**config.mk**
```make
export PLATFORM = sky130hd
export DESIGN_NAME = serial_101_word_packer
export DESIGN_NICKNAME = d
export VERILOG_FILES = /design/src/rtl/serial_101_word_packer.sv
export SDC_FILE = /design/constraint.sdc
export NUM_CORES = 1
export LEC_CHECK = 0
export BUFFER_PORTS_ARGS = -buffer_cell sky130_fd_sc_hd__buf_2
export CAP_MARGIN = 40
export CORE_UTILIZATION = 45
export DETAILED_ROUTE_END_ITERATION = 10
export HOLD_SLACK_MARGIN = 0.15
export PLACE_DENSITY = 0.63
export RECOVER_POWER = 50
export SETUP_SLACK_MARGIN = 0.02
export SKIP_LAST_GASP = 1
export SYNTH_ARGS = -nofsm -noshare
export SYNTH_HDL_FRONTEND = slang
export SYNTH_SLANG_ARGS = --single-unit
```
**constraint.sdc**
```tcl
create_clock -name clk -period 5.6 [get_ports clk]
set_input_delay 1.4 -clock clk [delete_from_list [all_inputs] [get_ports clk]]
set_output_delay 1.4 -clock clk [all_outputs]
set_load 0.005 [all_outputs]
```
**src/rtl/serial_101_word_packer.sv**
```systemverilog
// -----------------------------------------------------------------------------
// serial_101_word_packer
//
// Serial-to-parallel front end for the 32-bit "101" pattern counter.
// Incoming bits are shifted into an assembly register, and the first bit of a
// word ends up at word_out[31]. A word is complete after 32 bits, or earlier
// when flush closes a partial word. A short word is left-aligned, its unused
// LSBs are zero, and word_len reports how many bits are real.
//
// The assembly register and a one-word output register give one word of
// slack. If a completed word cannot move to the output register, the packer
// enters HOLD and stops taking bits until the output drains.
//
// Ports
//   clk          rising-edge clock
//   rst_n        asynchronous active-low reset
//   bit_in       serial data bit
//   bit_valid    bit_in is valid this cycle
//   bit_ready    packer accepts a bit this cycle (depends only on state)
//   overlap_in   counting mode, latched with the first bit of a word
//   flush        close the current partial word (ignored when it is empty)
//   word_out     assembled word, first received bit at [31]
//   word_len     number of real bits in word_out, 1..32
//   overlap_out  mode latched for word_out
//   word_valid   word_out / word_len / overlap_out are valid
//   word_ready   downstream accepts the word this cycle
//   words_sent   count of transferred words, wraps at 16 bits
// -----------------------------------------------------------------------------
module serial_101_word_packer (
  input  logic        clk,
  input  logic        rst_n,
  input  logic        bit_in,
  input  logic        bit_valid,
  output logic        bit_ready,
  input  logic        overlap_in,
  input  logic        flush,
  output logic [31:0] word_out,
  output logic [5:0]  word_len,
  output logic        overlap_out,
  output logic        word_valid,
  input  logic        word_ready,
  output logic [15:0] words_sent
);

  typedef enum logic {
    FILL = 1'b0,  // collecting bits
    HOLD = 1'b1   // complete word waiting for the output register
  } state_t;

  state_t      state, state_nxt;

  // Assembly register
  logic [31:0] sreg;
  logic [5:0]  cnt;
  logic        ovl_a;

  // Per-cycle views of the assembly register, as if the bit accepted this
  // cycle were already shifted in
  logic        accept;
  logic [31:0] sreg_eff;
  logic [5:0]  cnt_eff;
  logic        ovl_eff;

  logic        drain;      // output word transfers this cycle
  logic        out_free;   // output register can take a word this cycle
  logic        complete;   // assembly closes a word this cycle (FILL only)
  logic        load;       // assembly word moves to the output register
  logic [31:0] load_word;

  // ---------------------------------------------------------------------------
  // FSM: state register
  // ---------------------------------------------------------------------------
  // NOTE: sequential state uses non-blocking assignments so every register
  // samples the pre-edge values, regardless of block ordering.
  always_ff @(posedge clk or negedge rst_n) begin
    if (!rst_n) begin
      state <= FILL;
    end else begin
      state <= state_nxt;
    end
  end

  // ---------------------------------------------------------------------------
  // FSM: next-state logic
  // ---------------------------------------------------------------------------
  // NOTE: every variable driven from always_comb gets a default first, so no
  // path can leave it unassigned and infer a latch.
  always_comb begin
    state_nxt = state;
    unique case (state)
      FILL: if (complete && !out_free) state_nxt = HOLD;
      HOLD: if (drain)                 state_nxt = FILL;
      default:                         state_nxt = FILL;
    endcase
  end

  // ---------------------------------------------------------------------------
  // FSM: outputs. bit_ready comes from state alone, so it never combinationally
  // depends on bit_valid or flush.
  // ---------------------------------------------------------------------------
  always_comb begin
    bit_ready = (state == FILL);
  end

  // ---------------------------------------------------------------------------
  // Datapath decisions
  // ---------------------------------------------------------------------------
  always_comb begin
    accept   = bit_valid && bit_ready;
    sreg_eff = accept ? {sreg[30:0], bit_in} : sreg;
    cnt_eff  = cnt + {5'd0, accept};
    // The mode is captured by the first bit of a word only.
    ovl_eff  = (accept && (cnt == 6'd0)) ? overlap_in : ovl_a;

    drain    = word_valid && word_ready;
    out_free = !word_valid || drain;

    // A flush with nothing collected (effective count 0) is a no-op.
    complete = (state == FILL) &&
               ((cnt_eff == 6'd32) || (flush && (cnt_eff != 6'd0)));

    // In HOLD no bit is accepted, so the *_eff views equal the stored word.
    load     = (complete && out_free) || ((state == HOLD) && drain);

    // Left-align a short word; a full word shifts by zero. cnt_eff is 1..32
    // whenever load is set, so the shift amount stays within 0..31.
    load_word = sreg_eff << (6'd32 - cnt_eff);
  end

  // ---------------------------------------------------------------------------
  // Assembly register. On completion into HOLD the effective values are kept,
  // so the pending word already includes any bit accepted in that cycle.
  // ---------------------------------------------------------------------------
  always_ff @(posedge clk or negedge rst_n) begin
    if (!rst_n) begin
      sreg  <= '0;
      cnt   <= '0;
      ovl_a <= 1'b0;
    end else if (load) begin
      sreg  <= '0;
      cnt   <= '0;
      ovl_a <= 1'b0;
    end else if (accept) begin
      sreg  <= sreg_eff;
      cnt   <= cnt_eff;
      ovl_a <= ovl_eff;
    end
  end

  // ---------------------------------------------------------------------------
  // Output register. The fields are only written on load, so they stay stable
  // while word_valid && !word_ready. A load in the same cycle as a drain
  // replaces the departing word with no bubble on word_valid.
  // ---------------------------------------------------------------------------
  always_ff @(posedge clk or negedge rst_n) begin
    if (!rst_n) begin
      word_out    <= '0;
      word_len    <= '0;
      overlap_out <= 1'b0;
      word_valid  <= 1'b0;
    end else if (load) begin
      word_out    <= load_word;
      word_len    <= cnt_eff;
      overlap_out <= ovl_eff;
      word_valid  <= 1'b1;
    end else if (drain) begin
      word_valid  <= 1'b0;
    end
  end

  // Transfer counter, wraps naturally at 16 bits.
  always_ff @(posedge clk or negedge rst_n) begin
    if (!rst_n) begin
      words_sent <= '0;
    end else if (drain) begin
      words_sent <= words_sent + 16'd1;
    end
  end

endmodule
```
==> metrics.txt, run 1 <==
drt drc 0; VDD IR max 248.7 uV; CP Class primary input to flop; maxcap violations 1; CP arrival 4.60 ns; Synth area leader dfrtp_1; share of layout cells above drive strength 1 20.00%; IO Port Bufs 63; H-tree Lvls 3; final hold vios 0; Synth Flop Type dfrtp_1; vias in the first global route 4483; FF+latch count, synth 96; failing checks max-capacitance violations, max-slew violations; Leakage 2.990 nW; initial antenna violation count 0; multi-input combinational cell area 3473 um2; Worst setup EP type flop; Synth Instances 605; Post-synth EDFFs 0; Total GRT Usage 21.92%; Worst setup SP type primary input; CTS root buf clkbuf_16; Avg Cell Area, Syn 10.20 um2; Synth Area in Compound Gates 11.90%; HP Class flop to flop; Slew HR -72.11%; Placer Congestion 0.8442; Die H 119.1 um; largest family of logic cells by synthesized area multiplexers; post-layout util 50.96%; detailed placement HPWL 10510 um; Setup crit start bit_valid; initial DRC count 492; register area 2402 um2; Syn-to-layout area delta 9.793%; RSZ-0062 raised after global routing false; fin. max-slew vios 48; Clk Latency, worst-skew pair 0.35 ns; Synth top area share 38.93%; mux share of post-synthesis cell area 23.97%; register area share after synthesis 38.93%; wire per inst 17.53 um; Via density 5.809; maximum root-to-sink buffer count 2; status finished, violations left; CTS tree done; r2r setup slk 1.81 ns; gr busiest metal met1; met1 Track Usage GR 32.39%; core area 13300 um2; largest cells by area after synthesis dfrtp_1, mux2i_1, mux4_2, nand2_1, mux2_2; # diodes 0; Worst Path Max Fanout 47; first-pass GRT wire length 24260 um; FMAX 231.0 MHz; Clock transition at path regs 0.07 ns; skew final 0.01180 ns; Vias 4798; M3 GR Usage 3.640%; setup bufs post-CTS 0; largest net degree at the start of global routing 60; async set-reset flop share out of synthesis 100.0%; Congestion Overflow GR 0; power density over the cells 497.1 nW/um2; I/O pin count 64; post-CTS sizing 0; total die area 14190 um2; GR Layer Usage met2 31.94%; Distinct cells, synth 59; Syn Std Cell Area 6171 um2; Final #Nets 657; setup TNS 0 ns; post-synthesis simple-gate area fraction 14.56%; Req. time, crit path 5.87 ns; Ys Warns 0; fin crit share 77.31%; hold_ws 0.4770 ns; row count 42; min-delay src word_out[12]; Setup-failing EPs final 0; hold_buf cts 0; Synth Net Count 617; Sink Count 96; min Tclk post-route 4.329 ns; antenna-violating nets left 0; Initial Util 46.41%; Synth Area in XOR/XNOR 4.765%; 1st-pass router iterations 6; fillcell total 1220; chip width 119.1 um; number of buffers created by CTS 9; RR Startpoint state; DRT Wirelength 14480 um; adder-cell share of the synthesized area 1.014%; Slew @ Worst Pin 2.582 ns
[power breakdown]
group          switching, mW  internal (mW)  leakage (nW)
registers             0.0911          0.808          1.32
clock network          0.263          0.349         0.142
logic                   1.17          0.689          1.53
[cells in the mapped netlist (2+ instances only)]
master,instances
nand2_1,132
dfrtp_1,96
mux2i_1,60
a21oi_1,42
nor2_1,27
mux4_2,26
mux2_2,19
clkbuf_1,18
o21ai_0,18
nand3_1,17
xnor2_1,15
o211ai_1,10
buf_2,9
xor2_1,9
inv_1,8
and3_1,7
a32o_1,6
buf_4,6
a22o_1,5
ha_1,5
nand4_1,5
nor3_1,5
and2_1,4
buf_6,4
o21a_1,4
a311o_1,3
clkbuf_8,3
mux4_1,3
a211o_1,2
a211oi_1,2
a221o_1,2
buf_1,2
nand2b_1,2
nor4_1,2
or2_2,2
xor2_2,2
[placed cells by master (no fill, tap or decap), drive strengths merged, types with 6 or more instances in the layout]
master / Yosys / layout
clkbuf: 21 / 31
a21oi: 43 / 43
mux4: 29 / 29
nand2: 132 / 132
o211ai: 10 / 10
mux2: 19 / 19
o21ai: 18 / 18
inv: 9 / 11
and3: 8 / 8
xor2: 11 / 11
a32o: 6 / 6
nand3: 17 / 17
mux2i: 60 / 60
nor2: 27 / 27
xnor2: 15 / 15
dfrtp: 96 / 96
nor3: 6 / 6
buf: 22 / 53
[area by class of cell]
cell class	count	share of cell area [%]
multi-input cells	457	51.26
flip-flops and latches	96	35.46
repair buffers	72	5.263
clock buffers	12	3.490
well taps	176	3.250
clock inverters	4	0.7756
inverters	9	0.4986
[stage by stage]
step | std cells | power (mW) | setup WS [ns] | cell area (um2)
finish | 826 | 3.368 | 1.271 | 6775
global route | 826 | 3.607 | 0.7803 | 6775
CTS | 826 | 3.387 | 1.329 | 6804
detailed placement | 810 | 2.774 | 0.9438 | 6515
global placement | 810 | 2.739 | 1.051 | 6515
floorplan | 605 | 2.374 | 0.3359 | 6171
[registers in the layout, summed over array words and instances, names as in the netlist]
name         count
word_out        32
words_sent      16
overlap_out      1
word_valid       1
word_len         6
state            1
sreg            32
ovl_a            1
cnt              6
[final timing paths]
check                                end  cells after the start
setup / recovery             word_out[8]                     11
hold / removal              word_out[12]                      2
max in group asynchronous       sreg[29]                      2
setup reg to reg             word_out[8]                     10
min in group asynchronous  words_sent[7]                      1
hold reg to reg             word_out[12]                      2
[metal layers]
layer,wire length [um],part of all wire (%)
met1,6901,48
met2,6425,44
met3,829,5.7
met4,323,2.2
met5,0,0
[kinds of logic (layout without fill, tap and decap cells)]
logic type | Yosys count | after routing
simple gates | 210 | 210
mux | 108 | 108
buf+inv | 52 | 97
compound gates | 106 | 106
fa+ha+maj | 5 | 5
xor+xnor | 28 | 28
flops | 96 | 96
[critical path: stages]
cell and delay [ns]:
buf_2 0.09, nand2b_2 0.07, inv_2 0.06, buf_4 0.44, ha_1 0.29, nand3_1 0.19
xor2_1 0.47, o2111ai_1 0.29, a21oi_1 0.68, nand2_1 0.33, o21ai_0 0.26
No activity file was read; power rests on OpenSTA's default activity.
==> inputs of run 2 (changes only) <==
==> constraint.sdc (replaced) <==
create_clock -name clk -period 4.1 [get_ports clk]
set_input_delay 1.025 -clock clk [delete_from_list [all_inputs] [get_ports clk]]
set_output_delay 1.025 -clock clk [all_outputs]
set_load 0.005 [all_outputs]
==> metrics.txt, run 2 (synthesis gave the netlist of run 1 again) <==
Via density 5.714; FMAX 281.4 MHz; VDD IR max 316.4 uV; setup bufs post-CTS 0; H-tree Lvls 3; row count 42; r2r setup slk 0.74 ns; share of layout cells above drive strength 1 25.08%; CTS root buf clkbuf_16; largest net degree at the start of global routing 68; R2R depth 11; Combinational Power Share 57.4%; core area 13300 um2; hold_ws 0.4796 ns; Clk Latency, worst-skew pair 0.36 ns; maxcap violations 1; Worst Path Max Fanout 12; I/O pin count 64; Initial Util 46.41%; HP Class flop to flop; min Tclk post-route 3.554 ns; Sink Count 96; commonest non-fill, non-tap cell in the layout nand2_1; RR Startpoint state; antenna-violating nets left 0; vias in the first global route 4635; Die H 119.1 um; Sw Share 44.94%; Setup-failing EPs final 0; Clock transition at path regs 0.07 ns; chip width 119.1 um; Syn-to-layout area delta 12.83%; final hold vios 0; number of buffers created by CTS 9; fin. max-slew vios 68; most frequent cells in the layout nand2_1, dfrtp_1, mux2i_1; Slew @ Worst Pin 1.632 ns; power density over the cells 691.3 nW/um2; 1st-pass router iterations 4; Placer Congestion 0.9025; DRT Wirelength 14610 um; largest registers sreg (32), word_out (32), words_sent (16); wire per inst 17.36 um; skew final 0.006473 ns; Switch Pwr 2.163 mW; maximum root-to-sink buffer count 2; initial DRC count 391; fin area 6963 um2; placed inst area 6688 um2; Worst setup EP type flop; Hold Crit Endpoint words_sent[15]; Final #Nets 673; total die area 14190 um2; CTS tree done; fin crit share 86.69%; failing checks max-capacitance violations, max-slew violations; CP Class primary input to flop; sequential power share 25.6%; Req. time, crit path 4.40 ns; IO Port Bufs 63; Leakage 3.144 nW; initial antenna violation count 0; # diodes 0; Congestion Overflow GR 0; Vias 4811; status finished, violations left; worst reg2reg path endpoint word_out[23]; hold_buf cts 0; min-delay src words_sent[15]; Total GRT Usage 21.99%; Clock power frac 17.0%; CP arrival 3.85 ns; drt drc 0; post-CTS sizing 0; RSZ-0062 raised after global routing false; first-pass GRT wire length 24680 um; detailed placement HPWL 10840 um; internal cell power 2.650 mW; Worst setup SP type primary input; hold path cells 1; Slew HR -8.816%
## run 2: cell types whose count changed in the layout (fill, tap and decap cells not counted), moves of 3 or more
cell      previous run  this run
buf_2               44        59
buf_4                8        22
clkbuf_1            21         5
inv_8                0         3
## run 2: how the worst max path moves through the flow
stage | depth (start not counted) | end | startpoint
floorplan | 19 | word_out[20] | bit_valid
global route | 13 | word_out[14] | bit_valid
CTS | 12 | word_out[23] | bit_valid
detailed placement | 12 | word_out[23] | bit_valid
global placement | 12 | word_out[23] | bit_valid
finish | 12 | word_out[23] | bit_valid
## run 2: routing by layer
| layer | part of all wire, % | wire (um) | up-vias | track usage [%] |
|---|---|---|---|---|
| met1 | 49 | 7117 | 2355 | 32.24 |
| met2 | 45 | 6580 | 134 | 32.49 |
| met3 | 4.6 | 679 | 21 | 4.071 |
| met4 | 1.6 | 236 | 0 | 7.595 |
| met5 | 0 | 0 | - | 0 |
| li1 | - | - | 2301 | - |
## run 2: final cells by class
class / count / area, um2
inverter: 9 / 38.79
timing repair buffer: 88 / 504.2
clock inverter: 7 / 63.81
clock buffer: 9 / 225.2
multi-input combinational: 457 / 3508
tap: 176 / 220.2
sequential: 96 / 2402
fill: 1212 / 6332
## run 2: worst max-delay path, cell delays in order
cell and delay (ns):
buf_2 0.11, nand2b_4 0.07, inv_4 0.04, ha_4 0.14, ha_1 0.32, inv_1 0.09, ha_4 0.19, xnor3_2 0.41
mux4_1 0.62, mux4_2 0.50, and3b_1 0.22, a221o_2 0.10
## run 2: through the flow
| step | setup slack (ns) | TNS (ns) | power, mW | utilization, % | std cells |
|---|---|---|---|---|---|
| after CTS | 0.5478 | 0 | 4.832 | 52.48 | 842 |
| after floorplan | -0.1404 | -0.9466 | 3.339 | - | 605 |
| after detailed placement | 0.1786 | 0 | 4.004 | 50.30 | 826 |
| final | 0.5458 | 0 | 4.813 | 52.37 | 842 |
| after global routing | 0.3804 | 0 | 5.135 | 52.37 | 842 |
| after global placement | 0.2439 | 0 | 3.961 | 50.30 | 826 |
## run 2: power by group through the flow
stage / combinational, mW / sequential, mW / clock [mW]
after floorplan: 2.10 / 1.23 / 0
after global placement: 2.72 / 1.24 / 0
after detailed placement: 2.76 / 1.25 / 0
after CTS: 2.77 / 1.23 / 0.835
after global routing: 3.00 / 1.26 / 0.878
final: 2.76 / 1.23 / 0.817
